### src/rtl/spi_reg_master.sv
// spi_reg_master: write-only SPI register master, 16-bit CPOL=0/CPHA=0 MSB-first frames {addr,5'b0,data}
// Parameters: CLK_DIV (SCLK half-period, 2..255), CS_GAP (CS_n-high cycles between frames, 3..255)
// Ports: clk, rst (async, active-high); req_valid/req_ready/req_addr/req_data write request handshake;
//        busy (frame active or queued), done (pulse on CS_n rise after a full frame);
//        spi_clk, spi_cs_n, spi_mosi serial outputs; spi_miso unused.
// Build option: SPI_REG_MASTER_FIFO_EN adds a 4-entry request FIFO; otherwise a request is taken only in IDLE.
module spi_reg_master #(
  parameter int CLK_DIV = 4,
  parameter int CS_GAP  = 4
) (
  input  logic       clk,
  input  logic       rst,
  input  logic       req_valid,
  output logic       req_ready,
  input  logic [2:0] req_addr,
  input  logic [7:0] req_data,
  output logic       busy,
  output logic       done,
  output logic       spi_clk,
  output logic       spi_cs_n,
  output logic       spi_mosi,
  input  logic       spi_miso
);
  typedef enum logic [2:0] {IDLE, SETUP, HIGH, LOW, GAP} state_t;
  state_t state, state_d;
  logic [7:0] phase;
  logic [3:0] bit_idx;
  logic [15:0] sh;
  logic [10:0] head;
  logic start, phase_end, miso_unused;
  assign miso_unused = spi_miso;
  assign phase_end = phase == 8'd0;
`ifdef SPI_REG_MASTER_FIFO_EN
  logic [10:0] mem [4];
  logic [1:0] wp, rp;
  logic [2:0] cnt;
  logic push;
  assign req_ready = !cnt[2] && !rst;
  assign push = req_valid && req_ready;
  assign start = state == IDLE && cnt != 3'd0;
  assign head = mem[rp];
  assign busy = state != IDLE || cnt != 3'd0;
  always_ff @(posedge clk or posedge rst)
    if (rst) begin
      wp <= 2'd0;
      rp <= 2'd0;
      cnt <= 3'd0;
    end else begin
      wp <= push ? wp + 2'd1 : wp;
      rp <= start ? rp + 2'd1 : rp;
      cnt <= cnt + 3'(push) - 3'(start);
    end
  always_ff @(posedge clk)
    if (push) mem[wp] <= {req_addr, req_data};
`else
  assign req_ready = state == IDLE && !rst;
  assign start = state == IDLE && req_valid;
  assign head = {req_addr, req_data};
  assign busy = state != IDLE;
`endif
  // The IDLE cycle that launches the next frame also counts as CS_n-high time,
  // so GAP itself lasts CS_GAP-1 cycles to keep CS_n high exactly CS_GAP cycles.
  always_comb begin
    state_d = state;
    case (state)
      IDLE:    state_d = start ? SETUP : IDLE;
      SETUP:   state_d = phase_end ? HIGH : SETUP;
      HIGH:    state_d = phase_end ? LOW : HIGH;
      LOW:     state_d = phase_end ? (bit_idx == 4'd0 ? GAP : HIGH) : LOW;
      GAP:     state_d = phase_end ? IDLE : GAP;
      default: state_d = IDLE;
    endcase
  end
  always_ff @(posedge clk or posedge rst)
    if (rst) begin
      state <= IDLE;
      phase <= 8'd0;
      bit_idx <= 4'd0;
      sh <= 16'd0;
      done <= 1'b0;
    end else begin
      state <= state_d;
      phase <= state_d != state ? (state_d == GAP ? 8'(CS_GAP - 2) : 8'(CLK_DIV - 1)) : phase - 8'd1;
      done <= state == LOW && phase_end && bit_idx == 4'd0;
      bit_idx <= start ? 4'd15 : (state == LOW && phase_end) ? bit_idx - 4'd1 : bit_idx;
      sh <= start ? {head[10:8], 5'b00000, head[7:0]} : (state == HIGH && phase_end) ? {sh[14:0], 1'b0} : sh;
    end
  assign spi_cs_n = !(state == SETUP || state == HIGH || state == LOW);
  assign spi_clk = state == HIGH;
  assign spi_mosi = !spi_cs_n && sh[15];
endmodule

### config.mk
export PLATFORM = sky130hd
export DESIGN_NAME = spi_reg_master
export DESIGN_NICKNAME = d
export VERILOG_FILES = /design/src/rtl/spi_reg_master.sv
export SDC_FILE = /design/constraint.sdc
export NUM_CORES = 1
export LEC_CHECK = 0
export BUFFER_PORTS_ARGS = -buffer_cell sky130_fd_sc_hd__buf_2
export CORE_MARGIN = 2
export CORE_UTILIZATION = 43
export DETAILED_ROUTE_END_ITERATION = 6
export PLACE_DENSITY = 0.65
export REMOVE_ABC_BUFFERS = 1
export SLEW_MARGIN = 20
export SYNTH_ARGS = -nofsm -noshare
export SYNTH_HDL_FRONTEND = slang
export SYNTH_SLANG_ARGS = --single-unit
### constraint.sdc
create_clock -name clk -period 1.8 [get_ports clk]
set_input_delay 0.18 -clock clk [delete_from_list [all_inputs] [get_ports clk]]
set_output_delay 0.18 -clock clk [all_outputs]
set_load 0.05 [all_outputs]
Word-level counts from Yosys, hierarchy flattened
Cells that the tools add are included.

storage, ports and cells
  register bits = 32
  bits in latches = 0
  bits in writable memories = 0
  ROM bits = 0
  input bits = 15
  output and inout port bits = 6
  word-level logic and storage cells = 42
  memories = 0

cells by class
  $add $sub $neg = 2
  multiply operators = 0
  div/mod/pow operators = 0
  order comparisons = 0
  eq/ne operators = 6
  shifts and indexed selects = 0
  mux-type cells = 13
  bitwise operators = 0
  reductions and logical operators = 16

operators with widths
  cell                                                                    count
  16-bit two-way mux                                                      2
  3-bit case mux with 5 select lines                                      1
  3-bit two-way mux                                                       3
  8-bit zero test                                                         1
  4-bit two-way mux                                                       2
  8-bit two-way mux                                                       1
  8-bit by 1-bit subtractor with 8-bit output (second input constant)     1
  3-bit by 2-bit equality test with 1-bit output (second input constant)  2
  3-bit equality test (second input constant)                             2
  1-bit logical AND                                                       6
  4-bit zero test                                                         1
  2-bit nonzero test                                                      2
  4-bit by 1-bit subtractor with 4-bit output (second input constant)     1
  3-bit by 1-bit equality test with 1-bit output (second input constant)  1
  3-bit zero test                                                         1
  1-bit two-way mux                                                       3
  3-bit inequality test                                                   1
  3-bit nonzero test                                                      1
  1-bit zero test                                                         2
  1-bit logical OR                                                        2
  2-bit two-way mux                                                       1

Logic depth before layout (Yosys ltp)
  word-level depth = 7
  mapped depth = 8
  depth with buffers taken out = 6

Worst setup path before layout
Ideal clock, no wire load.

  kind = flip-flop to flip-flop
  from = register state[1]
  to = register sh[1]
  library setup time = 0.122 ns
  arrival = 1.848 ns
  data required time = 1.678 ns
  setup slack = -0.169 ns
  cell stages (with the launch flop) = 7
  path buffers = 2
  clock period less this slack = 1.969 ns
  cell sequence = dfrtp_1 > nor3b_2 > nand3_1 > buf_4 > buf_6 > mux2i_1 > o21ai_1

on the way
  cells in the longest elaborated chain, start to end = 3
  elaborated cells between the ends (all ways) = 6
  those cells by class = eq/ne: 1; mux: 1; reduce/logical: 4

ends and longest elaborated chain
  element                                         line  source
  start: declaration                              25    state_t state, state_d;
  start signal: assignment                        82    state <= state_d;
  3-bit by 2-bit equality test with 1-bit output  --
  via spi_clk                                     19    output logic spi_clk,
  1-bit logical AND                               86    sh <= start ? {head[10:8], 5'b00000, head[7:0]} : (state == HIGH && phase_end) ? {sh[14:0], 1'b0} : sh;
  2-bit nonzero test (no source line)             --
  end signal: assignment                          86
  end: declaration                                28    logic [15:0] sh;

The timed path passes the listed nets, and every way through them passes these cells.
A chain may end at the register's enable or synchronous reset.

Final worst setup path
  from = register state[0]
  to = output req_ready

on the way
  cells in the longest elaborated chain, start to end = 2

ends and longest elaborated chain
  element            line  source
  3-bit zero test    56    assign req_ready = state == IDLE && !rst;
  1-bit logical AND  56
  end: declaration   14    output logic req_ready,

Every way passes these cells.

==> summary.txt <==
Crit start category: flop
Top_reg_cell synth: dfrtp_1
DRC: 0
H-tree levels: 2
R2R Path End: phase[0]
Synth cell types: 32
Hold Path End: sh[0]
HP Class: in2reg
Largest net degree at the start of global routing: 33
Total Power: 0.00284 W
Multiplexer area fraction after synthesis: 9.95%
Final Hold Violating Endpoints: 0
R2R depth: 4
CP Capture Type: output port
Antenna diodes: 0
Die area: 4250 um^2
Layout Skew: 0.00261 ns
RSZ-0062 raised after global routing: false
Adder-cell share of the synthesized area: 2.33%
Sink Count: 32
DR pass1 iterations: 4
Design area: 1920 um^2
Vias in the first global route: 1,192
Clk buf depth: 2
Core box area: 3630 um^2
CTS tree: yes
DIE WIDTH: 65.2 um
Setup violations, final: 0
Nets: 199
Post-Syn Area: 1610 um^2
GR Overflow Total: 0
1st-iter DRT viols: 45
Yosys warning count: 0
Site row count: 22
Leak: 0.995 nW
Xor and xnor area share after synthesis: 3.81%
Largest family of logic cells by synthesized area: simple AND/OR/NAND/NOR gates
Sequential element share of the synthesized area: 49.8%
DR WL/cell: 12.7 um
Leading area contributor after synthesis: dfrtp_1
Post-route antenna net violation count: 0
Final Critical Period: 1.68 ns
Die Span Y: 65.2 um
Most frequent cell after synthesis: dfrtp_1
First-pass GRT wire length: 5210 um
Placed Area: 1810 um^2
Global Route Usage Sum: 16.0%
Worst EP required: 1.62 ns
Area of the multi-input gates: 763 um^2
Pin slew with the least headroom to its limit: 0.397 ns
PD cells: 1480 nW/um^2
Mean Syn Cell Area: 10.6 um^2
Count of state elements after synthesis: 32
Clk_lat worst skew: 0.28 ns
Slew Viols, Final: 0
Reg2reg setup slack: 0.14 ns
Peak supply drop: 675 uV
Filler cells: 352
Initial antenna violation count: 0
Worst rel slew slack: 73.5%
Critical Path, Cell by Cell: or3_4, nor2_1, clkbuf_4
Status: complete, no violations
# IOs: 21
Starting density of the core: 44.3%
Crit share post-route: 93.5%
CTS root buf: clkbuf_8
Routed WL: 2900 um
Hpwl dp: 2090 um
Worst hold start: req_data[0]
Via density: 5.00
Reg area: 801 um^2
Worst r2r src: phase[3]
Vias: 1,146
CP max FO: 7
Async SR Flop Fraction: 100%
Share of cells above drive strength 1: 24.9%
Area growth, synth to finish: 19.6%
Total CTS buffers: 5
Mapped Cells: 152
Crit-path slowest cell: dfrtp_1
Worst path max stage delay: 0.46 ns
Simple-Gate Fraction of Synth Area: 22.7%
Critical path class: reg2out
Fmax: 0.594 GHz
Maxcap violations: 0
EDFF count, synth: 0
Commonest cells in the netlist: 32 x dfrtp_1, 19 x nor2_1, 18 x nand2_1, 16 x mux2i_1
Post-synth top area share: 49.8%
Clk pin slew, worst setup/hold paths: 0.06 ns
Largest cells by area after synthesis: dfrtp_1 50%, mux2i_1 10%, nor2_1 4.4%, nand2_1 4.2%, nor4b_4 3.0%
Buffers on Ports: 19
GP Congestion: 0.788
Arrival time worst endpoint: 1.50 ns
Compound-Gate Fraction of Synth Area: 6.84%
WHS Path Cells: 3
-- metrics by stage --
stage          utilization, %  cells  setup TNS (ns)  hold WS [ns]  setup WS [ns]
6_report                 53.0    229               0        0.0904          0.117
3_5_place_dp             49.7    221               0         0.296         0.0225
5_1_grt                  53.0    229               0         0.102       0.000209
4_1_cts                  52.1    229               0        0.0877        0.00190
2_1_floorplan               -    146          -11.84         0.285         -0.699
3_3_place_gp             49.7    221               0         0.287          0.104
-- critical path, delay by kind of cell (launching register included) --
family / cells / cell delay (ns)
AND/OR/NAND/NOR: 2 / 0.54
buffers and inverters: 1 / 0.23
flip-flops: 1 / 0.46
-- area by class of cell --
cell class              instances  share of cell area, %
flip-flops and latches         32                   41.6
multi-input cells             106                   39.7
repair buffers                 28                   10.0
clock buffers                   6                   3.77
well taps                      48                   3.12
inverters                       8                   1.56
clock inverters                 1                  0.260
-- logic make-up (layout without fill, tap and decap cells) --
kind of cell             after synthesis  count (layout)
adder cells (fa/ha/maj)                3               3
buffers and inverters                 14              43
AND/OR/NAND/NOR                       62              62
AO/OA/AOI/OAI                         18              18
XOR/XNOR                               7               7
flip-flops                            32              32
multiplexers                          16              16
-- where the power goes --
group,internal [W],total [W],switching [W]
registers,0.000997,0.00123,0.000231
logic,0.000493,0.00111,0.000621
clock network,0.000262,0.000500,0.000238
-- layer usage --
| metal | part of all wire, % | GRT usage, % |
|---|---|---|
| met5 | 0 | 0 |
| met1 | 44 | 18.7 |
| met2 | 51 | 28.2 |
| met3 | 3.2 | 3.60 |
| met4 | 1.7 | 7.03 |
-- placed cells by master, fill, tap and decap left out, types with 2 or more instances in the layout --
master and n:
xor2_1 4, dfrtp_1 32, inv_1 8, mux2i_1 16, buf_4 6, o21ai_1 5, xnor2_1 3, o21ai_0 8
nor4b_4 3, clkbuf_8 5, buf_2 18, nand2_1 18, or3_1 3, ha_1 2, nor2_1 19, nand3_1 7
buf_12 2
-- flip-flops by register name, summed over array words and instances (netlist names) --
name / count
sh: 16
state: 3
done: 1
bit_idx: 4
phase: 8
-- worst max path at each step --
| stage | startpoint | end | slack, ns | cells past startpoint |
|---|---|---|---|---|
| after floorplan | state[1] | sh[13] | -0.70 | 4 |
| after global placement | phase[0] | phase[0] | 0.10 | 6 |
| after detailed placement | phase[0] | phase[0] | 0.02 | 6 |
| after CTS | state[0] | req_ready | 0.002 | 3 |
| after global routing | phase[0] | phase[0] | 0.0002 | 6 |
| final | state[0] | req_ready | 0.12 | 3 |
-- repair_timing --
action | CTS | global route
endpoints found under the hold margin | 32 | 0
endpoints found under the setup margin | 0 | 21
hold buffers | 1 | 0
setup buffers | 0 | 0
gates resized for setup | 0 | 7
Note: power is estimated with default switching activity, not from simulation.
